`src/rtl/ndp_out_packer.sv`:
```
// Packs pairs of NDP result elements into 32-bit AXI-Stream words through a 2-entry output FIFO.
// Optional per-stream statistics outputs are enabled by defining NDP_OUT_PACKER_STATS_EN.
module ndp_out_packer #(
    parameter int ELEM_W    = 16,
    parameter int PKT_WORDS = 256
) (
    input  logic              axi_aclk,
    input  logic              axi_aresetn,
    input  logic [ELEM_W-1:0] in_data,
    input  logic              in_valid,
    input  logic              in_last,
    output logic              in_ready,
    output logic [31:0]       m_axis_tdata,
    output logic [3:0]        m_axis_tkeep,
    output logic              m_axis_tlast,
    output logic              m_axis_tvalid,
    input  logic              m_axis_tready
`ifdef NDP_OUT_PACKER_STATS_EN
    ,
    output logic [31:0]       stat_words,
    output logic [15:0]       stat_packets
`endif
);

    typedef enum logic {S_EMPTY, S_HAVE_LOW} state_t;

    // FIFO entry layout: {tdata[31:0], tkeep[3:0], tlast}
    localparam int ENTRY_W = 37;

    state_t              r_state;
    state_t              w_state_next;
    logic [ELEM_W-1:0]   r_low;
    logic [15:0]         r_pkt_cnt;
    logic [ENTRY_W-1:0]  r_head;
    logic [ENTRY_W-1:0]  r_tail;
    logic [1:0]          r_count;
    logic                r_alive;

    logic                w_accept;
    logic                w_pop;
    logic                w_push;
    logic                w_pkt_end;
    logic [15:0]         w_in16;
    logic [15:0]         w_low16;
    logic [ENTRY_W-1:0]  w_word;

    assign w_in16    = 16'(in_data);
    assign w_low16   = 16'(r_low);
    assign w_pkt_end = (r_pkt_cnt == 16'(PKT_WORDS - 1));

    // in_ready depends only on registered occupancy, never on m_axis_tready
    assign in_ready  = r_alive && (r_count != 2'd2);
    assign w_accept  = in_valid && in_ready;
    assign w_pop     = (r_count != 2'd0) && m_axis_tready;

    assign m_axis_tvalid = (r_count != 2'd0);
    assign m_axis_tdata  = r_head[36:5];
    assign m_axis_tkeep  = r_head[4:1];
    assign m_axis_tlast  = r_head[0];

    always_ff @(posedge axi_aclk or negedge axi_aresetn) begin
        if (!axi_aresetn) begin
            r_state <= S_EMPTY;
            r_alive <= 1'b0;
        end else begin
            r_state <= w_state_next;
            r_alive <= 1'b1;
        end
    end

    always_comb begin
        w_state_next = r_state;
        w_push       = 1'b0;
        w_word       = '0;
        if (w_accept) begin
            case (r_state)
                S_EMPTY: begin
                    if (in_last) begin
                        w_push = 1'b1;
                        w_word = {16'h0000, w_in16, 4'b0011, 1'b1};
                    end else begin
                        w_state_next = S_HAVE_LOW;
                    end
                end
                S_HAVE_LOW: begin
                    w_push       = 1'b1;
                    w_word       = {w_in16, w_low16, 4'b1111, in_last | w_pkt_end};
                    w_state_next = S_EMPTY;
                end
                default: w_state_next = S_EMPTY;
            endcase
        end
    end

    always_ff @(posedge axi_aclk or negedge axi_aresetn) begin
        if (!axi_aresetn) begin
            r_low     <= '0;
            r_pkt_cnt <= '0;
        end else begin
            if (w_accept && (r_state == S_EMPTY) && !in_last)
                r_low <= in_data;
            if (w_push)
                r_pkt_cnt <= w_word[0] ? 16'd0 : r_pkt_cnt + 16'd1;
        end
    end

    // Shift-style FIFO: head is always the oldest word; vacated slots are zeroed
    // so outputs read 0 whenever tvalid is low.
    always_ff @(posedge axi_aclk or negedge axi_aresetn) begin
        if (!axi_aresetn) begin
            r_head  <= '0;
            r_tail  <= '0;
            r_count <= 2'd0;
        end else begin
            case ({w_push, w_pop})
                2'b10: begin
                    if (r_count == 2'd0) r_head <= w_word;
                    else                 r_tail <= w_word;
                    r_count <= r_count + 2'd1;
                end
                2'b01: begin
                    r_head  <= r_tail;
                    r_tail  <= '0;
                    r_count <= r_count - 2'd1;
                end
                2'b11: begin
                    if (r_count == 2'd1) begin
                        r_head <= w_word;
                    end else begin
                        r_head <= r_tail;
                        r_tail <= w_word;
                    end
                end
                default: ;
            endcase
        end
    end

`ifdef NDP_OUT_PACKER_STATS_EN
    logic [31:0] r_stat_words;
    logic [15:0] r_stat_packets;

    always_ff @(posedge axi_aclk or negedge axi_aresetn) begin
        if (!axi_aresetn) begin
            r_stat_words   <= '0;
            r_stat_packets <= '0;
        end else if (w_pop) begin
            r_stat_words <= r_stat_words + 32'd1;
            if (r_head[0])
                r_stat_packets <= r_stat_packets + 16'd1;
        end
    end

    assign stat_words   = r_stat_words;
    assign stat_packets = r_stat_packets;
`endif

endmodule

```
`config.mk`:
```
export PLATFORM = sky130hd
export DESIGN_NAME = ndp_out_packer
export DESIGN_NICKNAME = d
export VERILOG_FILES = /design/src/rtl/ndp_out_packer.sv
export SDC_FILE = /design/constraint.sdc
export NUM_CORES = 1
export LEC_CHECK = 0
export CORE_MARGIN = 2
export CORE_UTILIZATION = 60
export CTS_CLUSTER_DIAMETER = 60
export CTS_CLUSTER_SIZE = 28
export DETAILED_ROUTE_END_ITERATION = 8
export PLACE_DENSITY = 0.85
export SETUP_SLACK_MARGIN = 0.15
export SLEW_MARGIN = 20
export SYNTH_ARGS = -nofsm -noshare
export SYNTH_HDL_FRONTEND = slang
export SYNTH_SLANG_ARGS = --single-unit
```
`constraint.sdc`:
```
create_clock -name axi_aclk -period 4.48 [get_ports axi_aclk]
set_input_delay 0.448 -clock axi_aclk [delete_from_list [all_inputs] [get_ports axi_aclk]]
set_output_delay 0.448 -clock axi_aclk [all_outputs]
set_load 0.03 [all_outputs]
```
==> results.cfg, run 1 <==
[critical_path]
cp_max_fo = 27
critPathTopFamily = compound AO/OA/AOI/OAI gates
r2r_cells = 11
cp_slowest_cell = a21oi_2
worstSetupEndpointType = flop
arrival_ps = 3520
startpoint_type = flop
crit_type = reg2reg
cp.depth = 11
crit_path_cell_trace = inv_1 > ha_1 > and3b_1 > buf_4 > o21ai_2 > inv_1 > ha_1 > nand2_1 > a21oi_2 > a22oi_1 > o21ai_1
slowest_delay_ps = 730
cp_data_required_time_ps = 4770
path_buf_inv = 3

[synth]
syn_inst = 431
seq_area_frac_synth_pct = 54.43
ys_ff_latch = 106
synth_flop_cell = dfrtp_1
synth_top_area_cell = dfrtp_1
netlist_area_sq_um = 4873
avgSynthCellArea_sq_um = 11.31
synth_nets = 460
synth_commonest_cells = dfrtp_1, nand2_1, a22o_1, a22oi_1, o21ai_1
yosys_warnings = 0
yosysMostFrequentCell = dfrtp_1
synth_edf_count = 0
synth_top_area_share_pct = 54.43
synth.area.top_cells = dfrtp_1, a22o_1, a22oi_1
synth_cell_types = 57
async_flop_share_pct = 100.0

[clocking]
clkSinkCount = 106
hold_buffers = 0
cts_made_buffers = 9
cts_setup_buffers = 0
htree_levels = 3
clk_latency_ps = 370
cts_tree = done
clock-root-buffer = clkbuf_8
cts.clk_slew.worst_paths_ps = 90
cts_resized = 0
cts_buffer_depth = 2

[global_routing]
first_global_vias = 3697
grt_pass1_wl_um = 18570
grt-ovfl-total = 0
grt_max_degree = 63
grt_usage_pct = 27.18
antenna_found_initial = 0

[sta]
slew_viol_final = 0
setup_viol = 0
fin_crit_sh_pct = 72.13
rsz0062_at_grt = false
postLayoutSetupSlackWorst_ps = 1248
hold_viol_final = 0
layout_min_cycle_time_ps = 3232
slew_headroom_pct = 24.21
tightest_slew_ps = 1137
clock_skew_ps = 9.752
fmax_mhz = 309.4
fin_setup_tns_ps = 0

[die]
die_x_um = 94.13
design.core.area_sq_um = 7807
rows = 32
pin_count = 60
die_h_um = 94.13
start_util_pct = 62.42
die_area_sq_um = 8860

[place]
dp_hpwl_um = 7341
portBuffers = 59
gp_congestion = 0.9076
place_ws_ps = 1057

[outcome]
status = completed

[detailed_routing]
dr.pass1.iters = 5
drc = 0
wl_um = 11160
vias_per_cell = 6.420
post_drt_wl_per_cell_um = 19.15
drtIter0Drc = 254
antenna_left = 0
dr_total_vias = 3743

[job]
cap_violations = 0

[power]
power.density_nw_per_um2 = 523.4
ir_drop_v = 0.0003297
power_leakage_uw = 0.002454

[final_layout]
nets = 506
drive_gt1_share_pct = 9.563
fillers = 575
area_growth_pct = 15.71
insertedDiodeCount = 0

[hold_path]
hold_path_class = in2async
==> worst register-to-register path: stages, from the launching register on <==
cell and delay (ps):
dfrtp_1 400, inv_1 90, ha_1 240, and3b_1 220
buf_4 320, o21ai_2 200, inv_1 190, ha_1 230
nand2_1 140, a21oi_2 730, a22oi_1 200, o21ai_1 190
==> path summary, 6_finish.rpt <==
path,from,end,slack [ps]
max,r_count[0]$_DFFE_PN0P_,r_head[27]$_DFFE_PN0P_,1250
min,axi_aresetn,r_head[30]$_DFFE_PN0P_,140
max reg2reg,r_count[0]$_DFFE_PN0P_,r_head[27]$_DFFE_PN0P_,1250
min reg2reg,r_head[11]$_DFFE_PN0P_,r_head[11]$_DFFE_PN0P_,490
max in group asynchronous,axi_aresetn,r_pkt_cnt[2]$_DFFE_PN0P_,3280
min in group axi_aclk,r_head[11]$_DFFE_PN0P_,r_head[11]$_DFFE_PN0P_,490
==> kinds of logic after synthesis <==
group	count (synthesis)	share of synthesized area (%)
simple gates	109	12.12
fa+ha+maj	8	2.054
flops	106	54.43
mux	17	3.902
compound gates	143	21.44
other cells	1	0.07695
xor+xnor	11	1.977
buf+inv	36	4.005
==> metrics by stage <==
stage	std cells	util (%)	hold WS (ps)	area, sq um	power, uW
finish	583	72.23	143.9	5639	2952
global route	583	72.23	197.0	5639	3113
CTS	583	72.23	171.5	5639	2949
detailed placement	568	70.05	469.9	5469	2422
global placement	568	70.05	459.5	5469	2376
floorplan	431	-	152.4	4873	2077
==> power by group <==
group          total (uW)  internal (uW)  switching, uW
Combinational        1090            433            652
Clock                 528            215            314
Sequential           1340           1160            179
==> cell usage in the layout (no fill, tap or decap), types with 3 or more instances in the layout <==
cell             netlist  routed
dfrtp_1              106     106
clkdlybuf4s50_1        0      58
nand2_1               47      47
a22o_1                33      33
a22oi_1               32      32
o21ai_1               20      20
o21ai_0               19      19
nor2_1                17      17
a21oi_1               14      14
mux2_2                12      12
a32o_1                11      11
clkbuf_8               0      10
xor2_1                 8       8
ha_1                   8       8
buf_4                  8       7
nand3b_1               6       6
nand4_1                6       6
inv_1                  5       5
mux2_1                 4       4
and3_1                 4       4
nand3_1                4       4
or3_1                  4       4
xnor2_1                3       3
==> flip-flops by register name, indices dropped and copies added, names as in the netlist <==
signal and cells:
r_state 1, r_low 16, r_head 35, r_count 2, r_tail 35, r_alive 1, r_pkt_cnt 16
==> layout make-up <==
cell class	instances	area [sq um]	area share [%]
inverter	6	22.52	0.3994
timing repair buffer	65	633.1	11.23
tap	102	127.6	2.263
multi-input combinational	289	2033	36.06
clock buffer	11	141.4	2.507
clock inverter	4	28.78	0.5103
sequential	106	2653	47.04
==> metal layers <==
| metal | vias to the layer above | share of wire [%] | GRT usage [%] |
|---|---|---|---|
| li1 | 1678 | - | - |
| met3 | 24 | 6.3 | 5.538 |
| met2 | 170 | 49 | 43.33 |
| met1 | 1871 | 42 | 37.14 |
| met4 | 0 | 2.0 | 9.783 |
| met5 | - | 0 | 0 |
Power figures use the tool's default switching activity.
==> inputs of run 2 (changes only) <==
--- a/config.mk
+++ b/config.mk
@@ -6,11 +6,11 @@
 export NUM_CORES = 1
 export LEC_CHECK = 0
 export CORE_MARGIN = 2
-export CORE_UTILIZATION = 60
+export CORE_UTILIZATION = 50
 export CTS_CLUSTER_DIAMETER = 60
 export CTS_CLUSTER_SIZE = 28
 export DETAILED_ROUTE_END_ITERATION = 8
-export PLACE_DENSITY = 0.85
+export PLACE_DENSITY = 0.76
 export SETUP_SLACK_MARGIN = 0.15
 export SLEW_MARGIN = 20
 export SYNTH_ARGS = -nofsm -noshare
==> constraint.sdc (replaced) <==
create_clock -name axi_aclk -period 2.9 [get_ports axi_aclk]
set_input_delay 0.29 -clock axi_aclk [delete_from_list [all_inputs] [get_ports axi_aclk]]
set_output_delay 0.29 -clock axi_aclk [all_outputs]
set_load 0.03 [all_outputs]
==> run 2 against run 1 <==
Sequential power grew 49%; combinational power is 69% higher; sequential share of layout area is 1.5 points lower; register-to-register slack worse by 960 ps; sequential cell count is the same; via count shrank 3.4%; clock power is 66% higher; worst hold slack improved by 340 ps; clock-buffer cell count is 1 lower; setup slack got worse by 960 ps; total power increased by 59%; largest cell class unchanged; global-route usage fell by 6.8 points.
==> results.cfg, run 2 (synthesized netlist as in run 1, its figures left out) <==
[final_layout]
nets = 516
mostFrequentLayoutCells = dfrtp_1, clkdlybuf4s50_1, nand2_1
insertedDiodeCount = 0
top_regs = r_head x35, r_tail x35
area_growth_pct = 19.64
fin_cells = 625
drive_gt1_share_pct = 11.79
layout_commonest_cell = dfrtp_1

[critical_path]
crit_type = reg2reg
startpoint_type = flop
worstSetupEndpointType = flop
arrival_ps = 2920
cp_max_fo = 17
cp_data_required_time_ps = 3210

[detailed_routing]
dr_total_vias = 3617
post_drt_wl_per_cell_um = 17.05
drtIter0Drc = 277
vias_per_cell = 5.787
drc = 0
wl_um = 10660
dr.pass1.iters = 5
antenna_left = 0

[sta]
hold_ws_ps = 487.7
postLayoutSetupSlackWorst_ps = 290.6
layout_min_cycle_time_ps = 2609
slew_viol_final = 0
fin_setup_tns_ps = 0
tightest_slew_ps = 570.6
rsz0062_at_grt = true
setup_viol = 0
hold_viol_final = 0
clock_skew_ps = 13.54
fmax_mhz = 383.2
slew_headroom_pct = 61.96
fin_crit_sh_pct = 89.98

[power]
power_leakage_uw = 0.002536
power.density_nw_per_um2 = 805.6
ir_drop_v = 0.0005682

[place]
dp_hpwl_um = 6865
gp_congestion = 0.7634
portBuffers = 59
place_ws_ps = 96.01
dp_cells = 605

[die]
rows = 36
die_h_um = 102.7
design.core.area_sq_um = 9594
die_area_sq_um = 10550
pin_count = 60
start_util_pct = 50.80
die_x_um = 102.7

[clocking]
clkSinkCount = 106
clk_latency_ps = 370
clock-root-buffer = clkbuf_8
cts.clk_slew.worst_paths_ps = 110
cts_made_buffers = 9
cts_buffer_depth = 2
htree_levels = 3
cts_tree = done

[global_routing]
grt_pass1_wl_um = 16700
antenna_found_initial = 0
grt-ovfl-total = 0
grt_max_degree = 107
grt_usage_pct = 20.33
first_global_vias = 3413

[outcome]
status = completed

[hold_path]
hold_path_class = in2async

[job]
cap_violations = 0
[run 2: cell count changes in the layout (fill, tap and decap cells not counted), sizes merged]
cell / previous run / this run
clkbuf: 11 / 10
inv: 6 / 9
clkinvlp: 2 / 0
clkinv: 2 / 3
dlygate4sd3: 0 / 1
buf: 7 / 15
a22oi: 33 / 34
[run 2: area by class of cell]
class,count,area [sq um]
fillers,817,3764
flip-flops and latches,106,2653
clock buffers,10,127.6
well taps,133,166.4
multi-input cells,290,2051
repair buffers,74,753.2
clock inverters,6,57.56
inverters,6,22.52
[run 2: path summary, 6_finish.rpt]
kind	start	end	slack, ps	cells after the start
max	r_count[0]$_DFFE_PN0P_	r_tail[24]$_DFFE_PN0P_	290	10
min	axi_aresetn	r_head[30]$_DFFE_PN0P_	490	3
max reg2reg	r_count[0]$_DFFE_PN0P_	r_tail[24]$_DFFE_PN0P_	290	10
min reg2reg	r_head[6]$_DFFE_PN0P_	r_head[6]$_DFFE_PN0P_	490	2
max in group asynchronous	axi_aresetn	r_tail[7]$_DFFE_PN0P_	1950	3
min in group axi_aclk	r_head[6]$_DFFE_PN0P_	r_head[6]$_DFFE_PN0P_	490	2
[run 2: through the flow]
stage                     power, uW  area, sq um  util, %
after CTS                      4656         5786    60.30
after detailed placement       3782         5590    58.27
final                          4697         5831    60.77
after global routing           4960         5831    60.77
after global placement         3726         5590    58.27
after floorplan                3208         4873        -
[run 2: timing repair]
action	in CTS	in global routing
setup buffers	0	2
hold buffers	1	0
setup endpoints to repair	0	61
gates resized for setup	0	2
hold endpoints to repair	19	0
[run 2: layer usage]
metal / vias to the layer above / global-route usage [%] / share of wire, %
met5: - / 0 / 0
met1: 1803 / 27.45 / 45
li1: 1701 / - / -
met2: 103 / 34.09 / 50
met4: 0 / 5.744 / 0.96
met3: 10 / 3.458 / 4.3
[run 2: worst max-delay path, stage by stage, from the launching register on]
cell	delay [ps]
dfrtp_1	420
inv_1	100
ha_1	200
and3b_1	210
o21ai_2	150
inv_1	150
ha_1	250
a221o_2	510
nor3_2	150
buf_4	250
a22o_1	160
[run 2: where the power goes]
group / switching [uW] / internal, uW / total [uW]
combinational: 1090 / 747 / 1840
clock: 542 / 333 / 875
sequential: 196 / 1790 / 1990
==> inputs of run 3 (changes only) <==
--- a/config.mk
+++ b/config.mk
@@ -10,7 +10,7 @@
 export CTS_CLUSTER_DIAMETER = 60
 export CTS_CLUSTER_SIZE = 28
 export DETAILED_ROUTE_END_ITERATION = 8
-export PLACE_DENSITY = 0.76
+export PLACE_DENSITY = 0.74
 export SETUP_SLACK_MARGIN = 0.15
 export SLEW_MARGIN = 20
 export SYNTH_ARGS = -nofsm -noshare
==> run 3 against run 2 <==
The run now ends with negative hold slack left; highest routed layer unchanged; non-clock buffer count fell by 3; sequential power about the same; final cell count down 0.64%; total power shrank 0.21%; via count fell by 1.7%; routed wire length shrank 2.5%; worst hold slack worse by 510 ps; critical path depth down 1; first-iteration DRC count fell by 27%; clock power is 6.9% higher; sequential share of layout area is 0.23 points higher; sequential cell count unchanged.
==> results.cfg, run 3 (synthesized netlist as in run 1, its figures left out) <==
[outcome]
status = finished, violations left
violations = negative hold slack

[detailed_routing]
antenna_left = 0
dr.pass1.iters = 5
post_drt_wl_per_cell_um = 16.73
drtIter0Drc = 203
vias_per_cell = 5.725
drc = 0
dr_total_vias = 3555
wl_um = 10390

[clocking]
cts_tree = done
clkSinkCount = 106
cts_setup_buffers = 0
clk_latency_ps = 370
cts.clk_slew.worst_paths_ps = 110
hold_buffers = 0
htree_levels = 3
clock-root-buffer = clkbuf_8
cts_made_buffers = 9
cts_resized = 0
cts_buffer_depth = 2

[final_layout]
fin_cells = 621
layout_commonest_cell = dfrtp_1
final_util_pct = 60.47
nets = 512
insertedDiodeCount = 0
area_growth_pct = 19.05
mostFrequentLayoutCells = dfrtp_1, clkdlybuf4s50_1, nand2_1
drive_gt1_share_pct = 11.89
top_regs = r_head x35, r_tail x35

[die]
die_area_sq_um = 10550
start_util_pct = 50.80
rows = 36
design.core.area_sq_um = 9594
pin_count = 60
die_h_um = 102.7
die_x_um = 102.7

[sta]
layout_min_cycle_time_ps = 2562
hold_viol_final = 27
fin_setup_tns_ps = 0
hold_ws_ps = -25.31
tightest_slew_ps = 780.8
slew_headroom_pct = 47.95
rsz0062_at_grt = true
setup_viol = 0
slew_viol_final = 0
clock_skew_ps = 7.768
fin_crit_sh_pct = 88.34
fmax_mhz = 390.3

[job]
cap_violations = 0

[place]
dp_hpwl_um = 7027
gp_congestion = 0.7826
portBuffers = 59
dp_cells = 605

[global_routing]
antenna_found_initial = 0
first_global_vias = 3449
grt_usage_pct = 21.35
grt-ovfl-total = 0
grt_pass1_wl_um = 17440
grt_max_degree = 68

[critical_path]
worst-r2r-setup-slack_ps = 340
cp_data_required_time_ps = 3200
crit_type = reg2reg
r2r_cells = 9
arrival_ps = 2860
regToRegEndpoint = r_head[17]$_DFFE_PN0P_
cp_max_fo = 27
r2r_start = r_count[0]$_DFFE_PN0P_
startpoint_type = flop
worstSetupEndpointType = flop

[power]
p_total_uw = 4687
power_leakage_uw = 0.002504
ir_drop_v = 0.0005500
power.density_nw_per_um2 = 807.9

[hold_path]
hold_path_class = in2async
run 3: cell count changes in the layout (fill, tap and decap cells not counted), moves of 2 or more:
| cell | delta |
|---|---|
| buf_12 | -2 |
| clkinv_4 | -3 |
| clkinvlp_4 | +3 |
| o21ai_0 | -2 |
| o21ai_1 | +2 |
run 3: layout make-up:
class	instances	area [sq um]
clock buffers	10	127.6
clock inverters	6	75.07
fillers	824	3792
inverters	6	22.52
multi-input cells	289	2051
flip-flops and latches	106	2653
well taps	133	166.4
repair buffers	71	706.9
run 3: stage by stage:
step	cell area [sq um]	setup WS, ps	hold slack, ps
after floorplan	4873	387.3	-5.591
after global placement	5578	224.8	396.0
after detailed placement	5578	134.2	405.8
after CTS	5781	240.5	8.069
after global routing	5802	121.5	21.47
final	5802	338.0	-25.31
run 3: worst max-delay path: stages, from the launching register on:
cell,delay (ps)
dfrtp_1,390
inv_1,80
ha_1,250
nand2b_2,250
inv_2,160
ha_1,210
nand2b_1,130
a22oi_4,630
a22oi_1,240
o21ai_1,160
run 3: worst max path at each step:
stage                           startpoint                     end
global placement                  in_valid  r_tail[28]$_DFFE_PN0P_
finish              r_count[0]$_DFFE_PN0P_  r_head[17]$_DFFE_PN0P_
floorplan           r_count[0]$_DFFE_PN0P_  r_tail[21]$_DFFE_PN0P_
detailed placement                in_valid  r_tail[27]$_DFFE_PN0P_
CTS                 r_count[0]$_DFFE_PN0P_  r_tail[21]$_DFFE_PN0P_
global route        r_count[0]$_DFFE_PN0P_  r_head[25]$_DFFE_PN0P_
run 3: routing by layer:
layer	GRT usage [%]	vias up	wire length [um]
met5	0	-	0
met4	7.897	0	219
met1	28.94	1770	4602
met2	34.39	81	5115
li1	-	1687	-
met3	4.068	17	454
run 3: power by group:
part	total [uW]	internal, uW	switching [uW]
sequential	1980	1790	192
combinational	1770	712	1060
clock	935	412	523
